<file path="config.mk">
export PLATFORM = sky130hd
export DESIGN_NAME = imem_arbiter
export DESIGN_NICKNAME = d
export VERILOG_FILES = /design/src/rtl/imem_arbiter.sv
export SDC_FILE = /design/constraint.sdc
export NUM_CORES = 1
export LEC_CHECK = 0
export BUFFER_PORTS_ARGS = -buffer_cell sky130_fd_sc_hd__buf_2
export CORE_AREA = 2 2 93 95
export DETAILED_ROUTE_END_ITERATION = 16
export DIE_AREA = 0 0 95 97
export PLACE_DENSITY_LB_ADDON = 0.3
export RECOVER_POWER = 100
export SLEW_MARGIN = 40
export SYNTH_ARGS = -nofsm -noshare
export SYNTH_HDL_FRONTEND = slang
export SYNTH_SLANG_ARGS = --single-unit
export TNS_END_PERCENT = 20
</file>
<file path="constraint.sdc">
create_clock -name clock -period 3.7 [get_ports clock]
set_input_delay 0.37 -clock clock [delete_from_list [all_inputs] [get_ports clock]]
set_output_delay 0.37 -clock clock [all_outputs]
set_load 0.1 [all_outputs]
</file>
<file path="src/rtl/imem_arbiter.sv">
// imem_arbiter: shares one single-port instruction memory between the fetch unit (read-only) and the loader/debug port (read/write)
//   clock, reset                  : system clock, asynchronous active-high reset
//   f_req/f_addr -> f_gnt         : fetch request, held until granted
//   f_rvalid/f_rdata              : fetch read response, one cycle after grant
//   l_req/l_we/l_addr/l_wdata     : loader request, held until granted
//   l_gnt, l_rvalid/l_rdata       : loader grant and read response
//   mem_en/mem_we/mem_addr/mem_wdata/mem_rdata : memory port, read data one cycle after mem_en & !mem_we
//   IMEM_MISALIGN_ERR_EN adds f_err/l_err: misaligned requests are granted, skip the memory and answer with an error
module imem_arbiter #(
  parameter int DEPTH = 128,
  parameter int MAX_FETCH_BURST = 4,
  localparam int AW = $clog2(DEPTH)
) (
  input  logic          clock,
  input  logic          reset,
  input  logic          f_req,
  input  logic [31:0]   f_addr,
  output logic          f_gnt,
  output logic          f_rvalid,
  output logic [31:0]   f_rdata,
  input  logic          l_req,
  input  logic          l_we,
  input  logic [31:0]   l_addr,
  input  logic [31:0]   l_wdata,
  output logic          l_gnt,
  output logic          l_rvalid,
  output logic [31:0]   l_rdata,
  output logic          mem_en,
  output logic          mem_we,
  output logic [AW-1:0] mem_addr,
  output logic [31:0]   mem_wdata,
  input  logic [31:0]   mem_rdata
`ifdef IMEM_MISALIGN_ERR_EN
  ,
  output logic          f_err,
  output logic          l_err
`endif
);
  typedef enum logic {FETCH_PRI, LOADER_TURN} state_t;
  typedef enum logic [1:0] {NONE, OWN_F, OWN_L} owner_t;
  state_t state;
  owner_t owner;
  logic [3:0] streak;
  logic [3:0] streak_inc;
  logic err_q;
  logic f_mis, l_mis;
  logic unused_bits;
  assign unused_bits = ^{f_addr[31:AW+2], f_addr[1:0], l_addr[31:AW+2], l_addr[1:0]};
`ifdef IMEM_MISALIGN_ERR_EN
  assign f_mis = f_addr[1:0] != 2'b00;
  assign l_mis = l_addr[1:0] != 2'b00;
  assign f_err = f_rvalid & err_q;
  assign l_err = l_rvalid & err_q;
`else
  assign f_mis = 1'b0;
  assign l_mis = 1'b0;
`endif
  // grants are masked during reset so every output reads 0 while it is held
  always_comb begin
    f_gnt      = !reset & f_req & (state == FETCH_PRI | !l_req);
    l_gnt      = !reset & l_req & (state == LOADER_TURN | !f_req);
    mem_en     = (f_gnt & !f_mis) | (l_gnt & !l_mis);
    mem_we     = l_gnt & !l_mis & l_we;
    mem_addr   = l_gnt ? l_addr[AW+1:2] : f_gnt ? f_addr[AW+1:2] : '0;
    mem_wdata  = l_gnt ? l_wdata : '0;
    f_rvalid   = owner == OWN_F;
    l_rvalid   = owner == OWN_L;
    f_rdata    = (f_rvalid & !err_q) ? mem_rdata : '0;
    l_rdata    = (l_rvalid & !err_q) ? mem_rdata : '0;
    streak_inc = streak + 4'd1;
  end
  always_ff @(posedge clock or posedge reset) begin
    if (reset) begin
      state  <= FETCH_PRI;
      streak <= '0;
      owner  <= NONE;
      err_q  <= 1'b0;
    end else begin
      // LOADER_TURN always lasts one cycle: either the loader is granted or it has withdrawn
      state  <= (state == FETCH_PRI && f_gnt && l_req && streak_inc == 4'(MAX_FETCH_BURST)) ? LOADER_TURN : FETCH_PRI;
      streak <= (!l_req || l_gnt) ? '0 : f_gnt ? streak_inc : streak;
      owner  <= f_gnt ? OWN_F : (l_gnt && (!l_we || l_mis)) ? OWN_L : NONE;
      err_q  <= f_gnt ? f_mis : (l_gnt & l_mis);
    end
  end
endmodule

</file>
==> metrics.md, run 1 <==
| Metric | Value |
|---|---|
| Chip height | `97 um` |
| Wire per inst | `10.6 um` |
| Setup CP Type | `in -> out` |
| 1st-iter DRT viols | `12` |
| DRT Pass-1 Iters | `4` |
| Post-Syn Nets | `285` |
| Commonest non-fill, non-tap cell in the layout | `clkbuf_1` |
| Layout cells sized above 1 | `27.6%` |
| Finished Cell Area | `2050 um2` |
| Crit path launch type | `input pin` |
| GP Congestion | `0.740` |
| Mapped Area | `1090 um2` |
| I/O pin total | `242` |
| Setup_tns | `0 ns` |
| Met2 Use GR | `17.8%` |
| Clock Latency Late Sink | `0.23 ns` |
| Die ar. | `9220 um2` |
| Fin cells | `439` |
| Power Internal | `218 uW` |
| P_sw | `349 uW` |
| Vias per cell | `3.82` |
| Slowest-stage cell, CP | `clkbuf_1` |
| Clock root buffer | `clkbuf_8` |
| Post-DRT Antenna Nets | `0` |
| Post-CTS Setup Inserts | `0` |
| CTS tree | `built` |
| Layout net count | `469` |
| Worst-path fanout max | `40` |
| Setup violators final | `0` |
| Clk pin slew, worst setup/hold paths | `0.04 ns` |
| Syn Area/Cell | `7.30 um2` |
| Buf+Inv Stages, Crit Path | `4` |
| Combinational power share | `66.6%` |
| Dpl cells | `434` |
| Vias in the first global route | `1,497` |
| IO Port Bufs | `191` |
| Critical Path RT | `3.33 ns` |
| Drt drc | `0` |
| Cell row count | `33` |
| Max IR drop VDD | `0.000117 V` |
| Slew margin rel. | `17.5%` |
| Register area share after synthesis | `16.0%` |
| Post-cts sizing count | `0` |
| Total number of vias | `1,678` |
| Status | `finished, final reports clean` |
| Busiest layer in global routing | `met2` |
| Max frequency | `0.355 GHz` |
| DIE WIDTH | `95 um` |
| #FFs+latches synth | `7` |
| Critical path, cell by cell | `clkbuf_1 -> inv_1 -> and3_1 -> buf_4 -> a22o_1 -> clkbuf_1` |
| Synthesis-to-finish area growth | `87.3%` |
| Delay-heaviest family, CP | `buffers and inverters` |
| Post-synth EDFFs | `0` |
| Period utilization | `76.2%` |
| Clock Power Share | `19.2%` |
| Cells after Synth | `150` |
| Distinct cells, synth | `23` |
| Initial antenna violation count | `1` |
| Grt met3 use | `2.65%` |
| CP Capture Type | `output port` |
| Prevailing post-synth register cell | `dfrtp_1` |
| Critical path arrival | `2.45 ns` |
| Unrepaired setup endpoints after global routing | `no` |
| Crit path time final | `2.82 ns` |
| M1 GR Usage | `8.40%` |
| Total GRT Usage | `8.98%` |
| H-tree Lvls | `1` |
| Measured slew at the worst slew-check pin | `1.24 ns` |
| Most frequent cells in the layout | `clkbuf_1, and2_1, buf_2` |
| Core ar. | `8130 um2` |
| Total gr overflow | `0` |
| Hold-fix buffers at CTS | `0` |
| Slew Limit Fails | `0` |
| FILL cells | `943` |
| Cell Pwr Density | `277 nW/um2` |
| WL final | `4670 um` |
| TritonCTS Sinks | `7` |
| Post-DP Area | `2140 um2` |
| Switching Fraction | `61.5%` |
| CP peak stage delay | `0.87 ns` |
| Post-DP HPWL | `3990 um` |
| First-pass GRT wire length | `6580 um` |
| Sequential Power Share | `14.2%` |
| Inserted Clock Buffers | `3` |
| Worst hold margin | `0.208 ns` |
| Clk_skew | `0.000773 ns` |
| Final Total Pwr | `567 uW` |
| Async S/R FF share, synth | `100%` |
| Hold crit path type | `in -> async` |
| Longest Clk Path Bufs | `2` |
| CP most frequent cell | `clkbuf_1` |
| Max-cap viol count | `0` |
| Final Hold Vio Count | `0` |
| Initial Utilization | `13.5%` |
| YS warnings | `0` |
| Largest net degree at the start of global routing | `41` |
| Leak | `0.990 nW` |
logic make-up after synthesis:
logic type      after synthesis  synth area share [%]
flops                         7                  16.0
fa+ha+maj                     2                  2.29
xor+xnor                      2                  1.60
buf+inv                      14                  6.51
simple gates                113                  64.3
compound gates               12                  9.26
path summary, 6_finish.rpt:
path                                       start                    end  slack, ns  depth (start not counted)
min reg2reg                streak[3]$_DFFE_PP0P_  streak[3]$_DFFE_PP0P_       0.53                          1
min in group clock                          l_we     owner[1]$_DFF_PP0_       0.29                          2
min                                        reset  streak[1]$_DFFE_PP0P_       0.21                          2
max in group asynchronous                  reset     owner[1]$_DFF_PP0_       3.26                          2
max                                        reset            mem_addr[0]       0.88                          6
max reg2reg                streak[0]$_DFFE_PP0P_  streak[2]$_DFFE_PP0P_       2.55                          4
power groups by stage:
stage	sequential, mW	clock, mW	combinational (mW)
after floorplan	0.0808	0	0.307
after global placement	0.0812	0	0.387
after detailed placement	0.0816	0	0.390
after CTS	0.0806	0.113	0.390
after global routing	0.0808	0.119	0.394
final	0.0806	0.109	0.378
area by class of cell:
type	count	area [um2]	area share, %
diodes	1	2.50	0.122
clock buffers	4	45.0	2.20
inverters	1	3.75	0.183
multi-input cells	129	863	42.1
flip-flops and latches	7	175	8.54
well taps	105	131	6.41
repair buffers	192	830	40.5
per-layer routing:
layer  vias up  part of all wire [%]
li1        841                     -
met1       697                    35
met2       135                    48
met3         5                    16
met4         0                   1.2
met5         -                     0
Yosys cell counts (2+ instances only):
master | instances | share of area (%)
ha_1 | 2 | 2.3
clkbuf_1 | 8 | 2.7
nor2_1 | 3 | 1.0
buf_6 | 2 | 2.1
and2_1 | 97 | 55
a22o_1 | 8 | 6.4
dfrtp_1 | 7 | 16
nor2b_1 | 3 | 1.7
nand3_1 | 2 | 0.91
buf_2 | 3 | 1.4
and3_1 | 3 | 1.7
registers in the layout, summed over array words and instances, names as in the netlist:
signal	cells
streak	4
owner	2
state	1
through the flow:
stage | utilization [%] | worst slack (ns)
final | 25.2 | 0.882
after global placement | 26.1 | 1.47
after global routing | 25.2 | 0.669
after detailed placement | 26.3 | 1.46
after CTS | 26.8 | 1.45
after floorplan | - | 0.889
worst register-to-register path: stages, from the launching register on:
cell and delay (ns):
dfrtp_1 0.41, ha_1 0.23, xnor2_1 0.13, nor2_1 0.07, a31o_2 0.21
No activity file was read; power rests on OpenSTA's default activity.
==> run 2, diff against run 1 <==
--- a/config.mk
+++ b/config.mk
@@ -6,9 +6,9 @@
 export NUM_CORES = 1
 export LEC_CHECK = 0
 export BUFFER_PORTS_ARGS = -buffer_cell sky130_fd_sc_hd__buf_2
-export CORE_AREA = 2 2 93 95
+export CORE_AREA = 2 2 94 96
 export DETAILED_ROUTE_END_ITERATION = 16
-export DIE_AREA = 0 0 95 97
+export DIE_AREA = 0 0 96 98
 export PLACE_DENSITY_LB_ADDON = 0.3
 export RECOVER_POWER = 100
 export SLEW_MARGIN = 40
==> constraint.sdc (replaced) <==
create_clock -name clock -period 2.6 [get_ports clock]
set_input_delay 0.26 -clock clock [delete_from_list [all_inputs] [get_ports clock]]
set_output_delay 0.26 -clock clock [all_outputs]
set_load 0.1 [all_outputs]
==> run 2 against run 1 <==
Effect of this change: utilization grew 0.21 points; critical path type unchanged; flip-flop and latch count is the same; clock skew grew 0.0027 ns; non-clock buffer count grew 3; final area grew 4.9%; clock-buffer cell count is the same.
==> metrics.md, run 2 (same netlist as run 1, synthesis figures left out) <==
| Metric | Value |
|---|---|
| Clk_skew | `0.00352 ns (+0.00275 ns)` |
| Cell Pwr Density | `379 nW/um2 (+37%)` |
| Wire per inst | `9.45 um (-11%)` |
| Initial Utilization | `12.9% (-0.53 points)` |
| Die ar. | `9410 um2 (+2.1%)` |
| Total GRT Usage | `7.76% (-1.2 points)` |
| First-pass GRT wire length | `5950 um (-9.6%)` |
| Reg with most FFs | `streak` |
| CP Capture Type | `output port` |
| Longest Clk Path Bufs | `2 (unchanged)` |
| DIE WIDTH | `96 um (+1.1%)` |
| Initial antenna violation count | `0 (-1)` |
| Vias in the first global route | `1,424 (-4.9%)` |
| Vias per cell | `3.77 (-1.4%)` |
| Crit path launch type | `input pin` |
| Largest net degree at the start of global routing | `43 (+4.9%)` |
| WL final | `4200 um (-10%)` |
| Commonest non-fill, non-tap cell in the layout | `buf_2` |
| Highest routed layer | `met4` |
| Antenna Cells | `0 (-1)` |
| Worst r2r src | `state$_DFF_PP0_` |
| Hold Crit Depth | `2` |
| Core ar. | `8470 um2 (+4.1%)` |
| Slew margin rel. | `22.0% (+4.5 points)` |
| Hold wc startpoint | `l_we` |
| Final Hold Vio Count | `0 (unchanged)` |
| Critical path arrival | `2.20 ns (-0.25 ns)` |
| Layout net count | `472 (+0.64%)` |
| R2R Setup Slk | `1.40 ns (-1.15 ns)` |
| Drt drc | `0 (unchanged)` |
| Worst-path fanout max | `42 (+5.0%)` |
| Total number of vias | `1,674 (-0.24%)` |
| DP Worst Slack | `0.638 ns (-0.817 ns)` |
| Max IR drop VDD | `0.000192 V (+64%)` |
| Hold EP | `owner[1]$_DFF_PP0_` |
| CTS tree | `built` |
| Hold crit path type | `in -> reg` |
| Status | `finished, final reports clean` |
| TritonCTS Sinks | `7 (unchanged)` |
| Worst-case reg-to-reg path depth | `4 (unchanged)` |
| Routed wl met3 | `584 um (-20%)` |
| Clock Latency Late Sink | `0.23 ns (about the same)` |
| Total gr overflow | `0 (unchanged)` |
| Post-DRT Antenna Nets | `0 (unchanged)` |
| Leak | `1.21 nW (+23%)` |
| Critical Path RT | `2.34 ns (-0.99 ns)` |
| Regs by FF count | `streak (4), owner (2), state (1)` |
| Setup ws final | `0.139 ns (-0.743 ns)` |
| 1st-iter DRT viols | `7 (-5)` |
| RR Endpoint | `owner[1]$_DFF_PP0_` |
| Met2 wire length | `2250 um (-0.27%)` |
| Post-DP Area | `2210 um2 (+3.2%)` |
| Max frequency | `0.406 GHz` |
| Worst hold margin | `0.196 ns (-0.0119 ns)` |
| Largest register FFs | `4 (unchanged)` |
| FILL cells | `978 (+3.7%)` |
| IO Port Bufs | `191 (unchanged)` |
| I/O pin total | `242 (unchanged)` |
| Synthesis-to-finish area growth | `96.6%` |
| Setup_tns | `0 ns (unchanged)` |
| Slew Limit Fails | `0 (unchanged)` |
| H-tree Lvls | `1 (unchanged)` |
| Measured slew at the worst slew-check pin | `1.17 ns (-0.0675 ns)` |
| Finished Cell Area | `2150 um2 (+4.9%)` |
| Unrepaired setup endpoints after global routing | `no` |
| DRT Pass-1 Iters | `3 (-1)` |
| Period utilization | `94.6%` |
| Setup violators final | `0 (unchanged)` |
| Setup CP Type | `in -> out` |
| Cell row count | `34 (+3.0%)` |
| Max-cap viol count | `0 (unchanged)` |
| Layout cells sized above 1 | `44.9% (+17 points)` |
| Crit path time final | `2.46 ns` |
| Final Total Pwr | `815 uW (+44%)` |
| Clk pin slew, worst setup/hold paths | `0.04 ns (about the same)` |
| Inserted Clock Buffers | `3 (unchanged)` |
| Chip height | `98 um (+1.0%)` |
| GP Congestion | `0.712 (-3.8%)` |
| Post-Route M1 WL | `1330 um (-18%)` |
| Clock root buffer | `clkbuf_8` |
| Most frequent cells in the layout | `buf_2, and2_1, clkbuf_1` |
## run 2: power by group
group	leakage, nW	internal (mW)	switching (mW)
clock	0.0228	0.106	0.0479
sequential	0.0958	0.112	0.00230
combinational	1.10	0.103	0.444
## run 2: worst max-delay path by stage
stage / depth (start not counted) / start / to
finish: 7 / reset / mem_addr[5]
global route: 7 / reset / mem_wdata[2]
CTS: 6 / reset / mem_addr[6]
detailed placement: 5 / reset / mem_addr[6]
global placement: 5 / reset / mem_addr[5]
floorplan: 3 / owner[0]$_DFF_PP0_ / l_rdata[22]
## run 2: layer usage
layer  vias up  GRT usage (%)
met2       125           16.7
met4         0           2.31
met5         -              0
li1        847              -
met1       699           6.89
met3         3           1.23
## run 2: stage by stage
step	utilization (%)	std cells
after global routing	25.4	444
final	25.4	444
after global placement	26.1	439
after detailed placement	26.1	439
after CTS	26.7	444
after floorplan	-	150
## run 2: critical path, stage by stage
cell	delay (ns)
dlygate4sd3_1	0.53
buf_2	0.17
inv_2	0.16
and3_1	0.17
buf_4	0.29
a22o_1	0.19
buf_2	0.42
## run 2: final cells by class
class | instances | area, um2 | share of cell area [%]
clock buffers | 4 | 45.0 | 2.09
inverters | 1 | 3.75 | 0.174
multi-input cells | 129 | 853 | 39.7
flip-flops and latches | 7 | 175 | 8.14
well taps | 108 | 135 | 6.28
repair buffers | 195 | 940 | 43.7
## run 2: timing repair
| action | 4_1_cts | 5_1_grt |
|---|---|---|
| hold buffers | 1 | 0 |
| buffers inserted | 0 | 0 |
| hold endpoints to repair | 7 | 0 |
| setup endpoints to repair | 0 | 2 |
| resized for setup | 0 | 2 |
==> run 3, diff against run 2 <==
--- a/config.mk
+++ b/config.mk
@@ -6,9 +6,11 @@
 export NUM_CORES = 1
 export LEC_CHECK = 0
 export BUFFER_PORTS_ARGS = -buffer_cell sky130_fd_sc_hd__buf_2
-export CORE_AREA = 2 2 94 96
+export CELL_PAD_IN_SITES_DETAIL_PLACEMENT = 1
+export CELL_PAD_IN_SITES_GLOBAL_PLACEMENT = 1
+export CORE_ASPECT_RATIO = 1.25
+export CORE_UTILIZATION = 12
 export DETAILED_ROUTE_END_ITERATION = 16
-export DIE_AREA = 0 0 96 98
 export PLACE_DENSITY_LB_ADDON = 0.3
 export RECOVER_POWER = 100
 export SLEW_MARGIN = 40
==> constraint.sdc (replaced) <==
create_clock -name clock -period 2.4 [get_ports clock]
set_input_delay 0.24 -clock clock [delete_from_list [all_inputs] [get_ports clock]]
set_output_delay 0.24 -clock clock [all_outputs]
set_load 0.1 [all_outputs]
==> run 3 against run 2 <==
Effect of this change: die area is 1.1% higher; worst setup slack better by 0.17 ns; largest power group unchanged; clock power is 9% higher; largest cell class unchanged; non-clock buffer count stayed put; final cell count is 2.7% higher; clock skew is 0.00087 ns lower; routed wire length is 50% higher; global-route usage is 4.9 points higher; sequential share of layout area is 3.5 points lower; combinational power is 43% higher.
==> metrics.md, run 3 (same netlist as run 1, synthesis figures left out) <==
| Metric | Value |
|---|---|
| Critical path arrival | `1.85 ns (-0.35 ns)` |
| Crit path time final | `2.09 ns` |
| Regs by FF count | `streak (4), owner (2), state (1)` |
| Clk pin slew, worst setup/hold paths | `0.04 ns (about the same)` |
| Clk_skew | `0.00265 ns (-0.000875 ns)` |
| Post-cts sizing count | `0 (unchanged)` |
| Leak | `1.65 nW (+36%)` |
| Hold crit path type | `in -> reg` |
| Critical Path RT | `2.16 ns (-0.18 ns)` |
| Status | `finished, final reports clean` |
| CP Capture Type | `output port` |
| Longest Clk Path Bufs | `2 (unchanged)` |
| H-tree Lvls | `1 (unchanged)` |
| CP peak stage delay | `0.45 ns (-0.08 ns)` |
| Largest register FFs | `4 (unchanged)` |
| Worst hold margin | `0.197 ns (+0.000923 ns)` |
| Commonest non-fill, non-tap cell in the layout | `buf_12` |
| Inserted Clock Buffers | `3 (unchanged)` |
| Final Hold Vio Count | `0 (unchanged)` |
| Initial Utilization | `12.5% (-0.42 points)` |
| Largest net degree at the start of global routing | `43 (unchanged)` |
| Measured slew at the worst slew-check pin | `1.17 ns (-0.00620 ns)` |
| Total number of vias | `1,772 (+5.9%)` |
| Vias in the first global route | `1,775 (+25%)` |
| R2R Setup Slk | `1.15 ns (-0.25 ns)` |
| Max IR drop VDD | `0.000127 V (-34%)` |
| Wire per inst | `13.8 um (+46%)` |
| Max-cap viol count | `0 (unchanged)` |
| Total gr overflow | `0 (unchanged)` |
| Critical path, cell by cell | `nand2b_1 -> and3_1 -> buf_4 -> a22o_1 -> clkbuf_2` |
| Core ar. | `8750 um2 (+3.3%)` |
| Cell Pwr Density | `287 nW/um2 (-24%)` |
| CTS tree | `built` |
| GP Congestion | `0.813 (+14%)` |
| FILL cells | `999 (+2.1%)` |
| Max frequency | `0.479 GHz` |
| Clock Latency Late Sink | `0.23 ns (about the same)` |
| Drt drc | `0 (unchanged)` |
| IO Port Bufs | `191 (unchanged)` |
| Crit path launch type | `register` |
| Layout net count | `472 (unchanged)` |
| WL final | `6300 um (+50%)` |
| Antenna Cells | `0 (unchanged)` |
| Initial antenna violation count | `0 (unchanged)` |
| Slowest-stage cell, CP | `clkbuf_2` |
| Unrepaired setup endpoints after global routing | `no` |
| DRT Pass-1 Iters | `4 (+1)` |
| Chip height | `109 um (+11%)` |
| 1st-iter DRT viols | `26 (+19)` |
| Period utilization | `87.0%` |
| Die ar. | `9510 um2 (+1.1%)` |
| Setup_tns | `0 ns (unchanged)` |
| First-pass GRT wire length | `9090 um (+53%)` |
| Layout cells sized above 1 | `58.6% (+14 points)` |
| Post-DP Area | `3760 um2 (+71%)` |
| Finished Cell Area | `3750 um2 (+74%)` |
| Final Total Pwr | `1.08 mW (+32%)` |
| I/O pin total | `242 (unchanged)` |
| Synthesis-to-finish area growth | `243%` |
| Slew Limit Fails | `0 (unchanged)` |
| Clock root buffer | `clkbuf_8` |
| Post-DP HPWL | `5580 um` |
| Hold-fix buffers at CTS | `1 (unchanged)` |
| Worst-path fanout max | `42 (unchanged)` |
| Setup CP Type | `reg -> out` |
| Cell row count | `38 (+12%)` |
| Slew margin rel. | `22.4% (+0.41 points)` |
| Post-CTS Setup Inserts | `0 (unchanged)` |
| Reg with most FFs | `streak` |
| Most frequent cells in the layout | `buf_12, and2_0, buf_2` |
| Total GRT Usage | `12.7% (+4.9 points)` |
| Setup violators final | `0 (unchanged)` |
| Vias per cell | `3.89 (+3.1%)` |
| DIE WIDTH | `87.4 um (-8.9%)` |
| Post-DRT Antenna Nets | `0 (unchanged)` |
| TritonCTS Sinks | `7 (unchanged)` |
-- run 3: cell count changes in the layout (fill, tap and decap cells not counted), moves of 6 or more --
| cell | previous run | this run |
|---|---|---|
| and2_0 | 3 | 97 |
| clkbuf_4 | 6 | 0 |
| buf_2 | 117 | 81 |
| clkbuf_1 | 50 | 3 |
| buf_12 | 0 | 103 |
| and2_1 | 94 | 0 |
| clkbuf_2 | 17 | 7 |
-- run 3: area by class of cell --
class | count | area, um2 | share of cell area, %
repair buffers | 195 | 2530 | 67.4
clock buffers | 4 | 45.0 | 1.20
multi-input cells | 129 | 848 | 22.6
flip-flops and latches | 7 | 175 | 4.67
well taps | 120 | 150 | 4.00
inverters | 1 | 3.75 | 0.100
-- run 3: report_power, final --
group / leakage [nW] / internal, mW / switching (mW)
Combinational: 1.53 / 0.262 / 0.522
Sequential: 0.0958 / 0.121 / 0.00244
Clock: 0.0228 / 0.115 / 0.0526
Total: 1.65 / 0.499 / 0.577
-- run 3: per-stage QoR --
step | setup slack (ns) | cells | util [%]
after floorplan | -0.281 | 150 | -
after global placement | 0.586 | 451 | 43.0
after detailed placement | 0.549 | 451 | 43.0
after CTS | 0.437 | 456 | 43.6
after global routing | 0.187 | 456 | 42.9
final | 0.313 | 456 | 42.9
-- run 3: layer usage --
layer / share of wire (%) / global-route usage, %
met3: 15 / 6.06
met1: 31 / 11.9
met5: 0 / 0
met2: 54 / 24.3
met4: 0.49 / 3.16
-- run 3: path summary, 6_finish.rpt --
path,from,end,cells after the start
worst max-delay path,state$_DFF_PP0_,mem_addr[1],5
worst min-delay path,l_we,owner[1]$_DFF_PP0_,2
worst max register to register,state$_DFF_PP0_,owner[1]$_DFF_PP0_,4
worst min register to register,streak[3]$_DFFE_PP0P_,streak[3]$_DFFE_PP0P_,1
max in group asynchronous,reset,owner[1]$_DFF_PP0_,3
min in group asynchronous,reset,streak[3]$_DFFE_PP0P_,3
-- run 3: critical path: cells and delay by family, from the launching register on --
family	cells	cell delay (ns)
flops	1	0.37
compound gates	1	0.20
buf+inv	2	0.78
simple gates	2	0.26
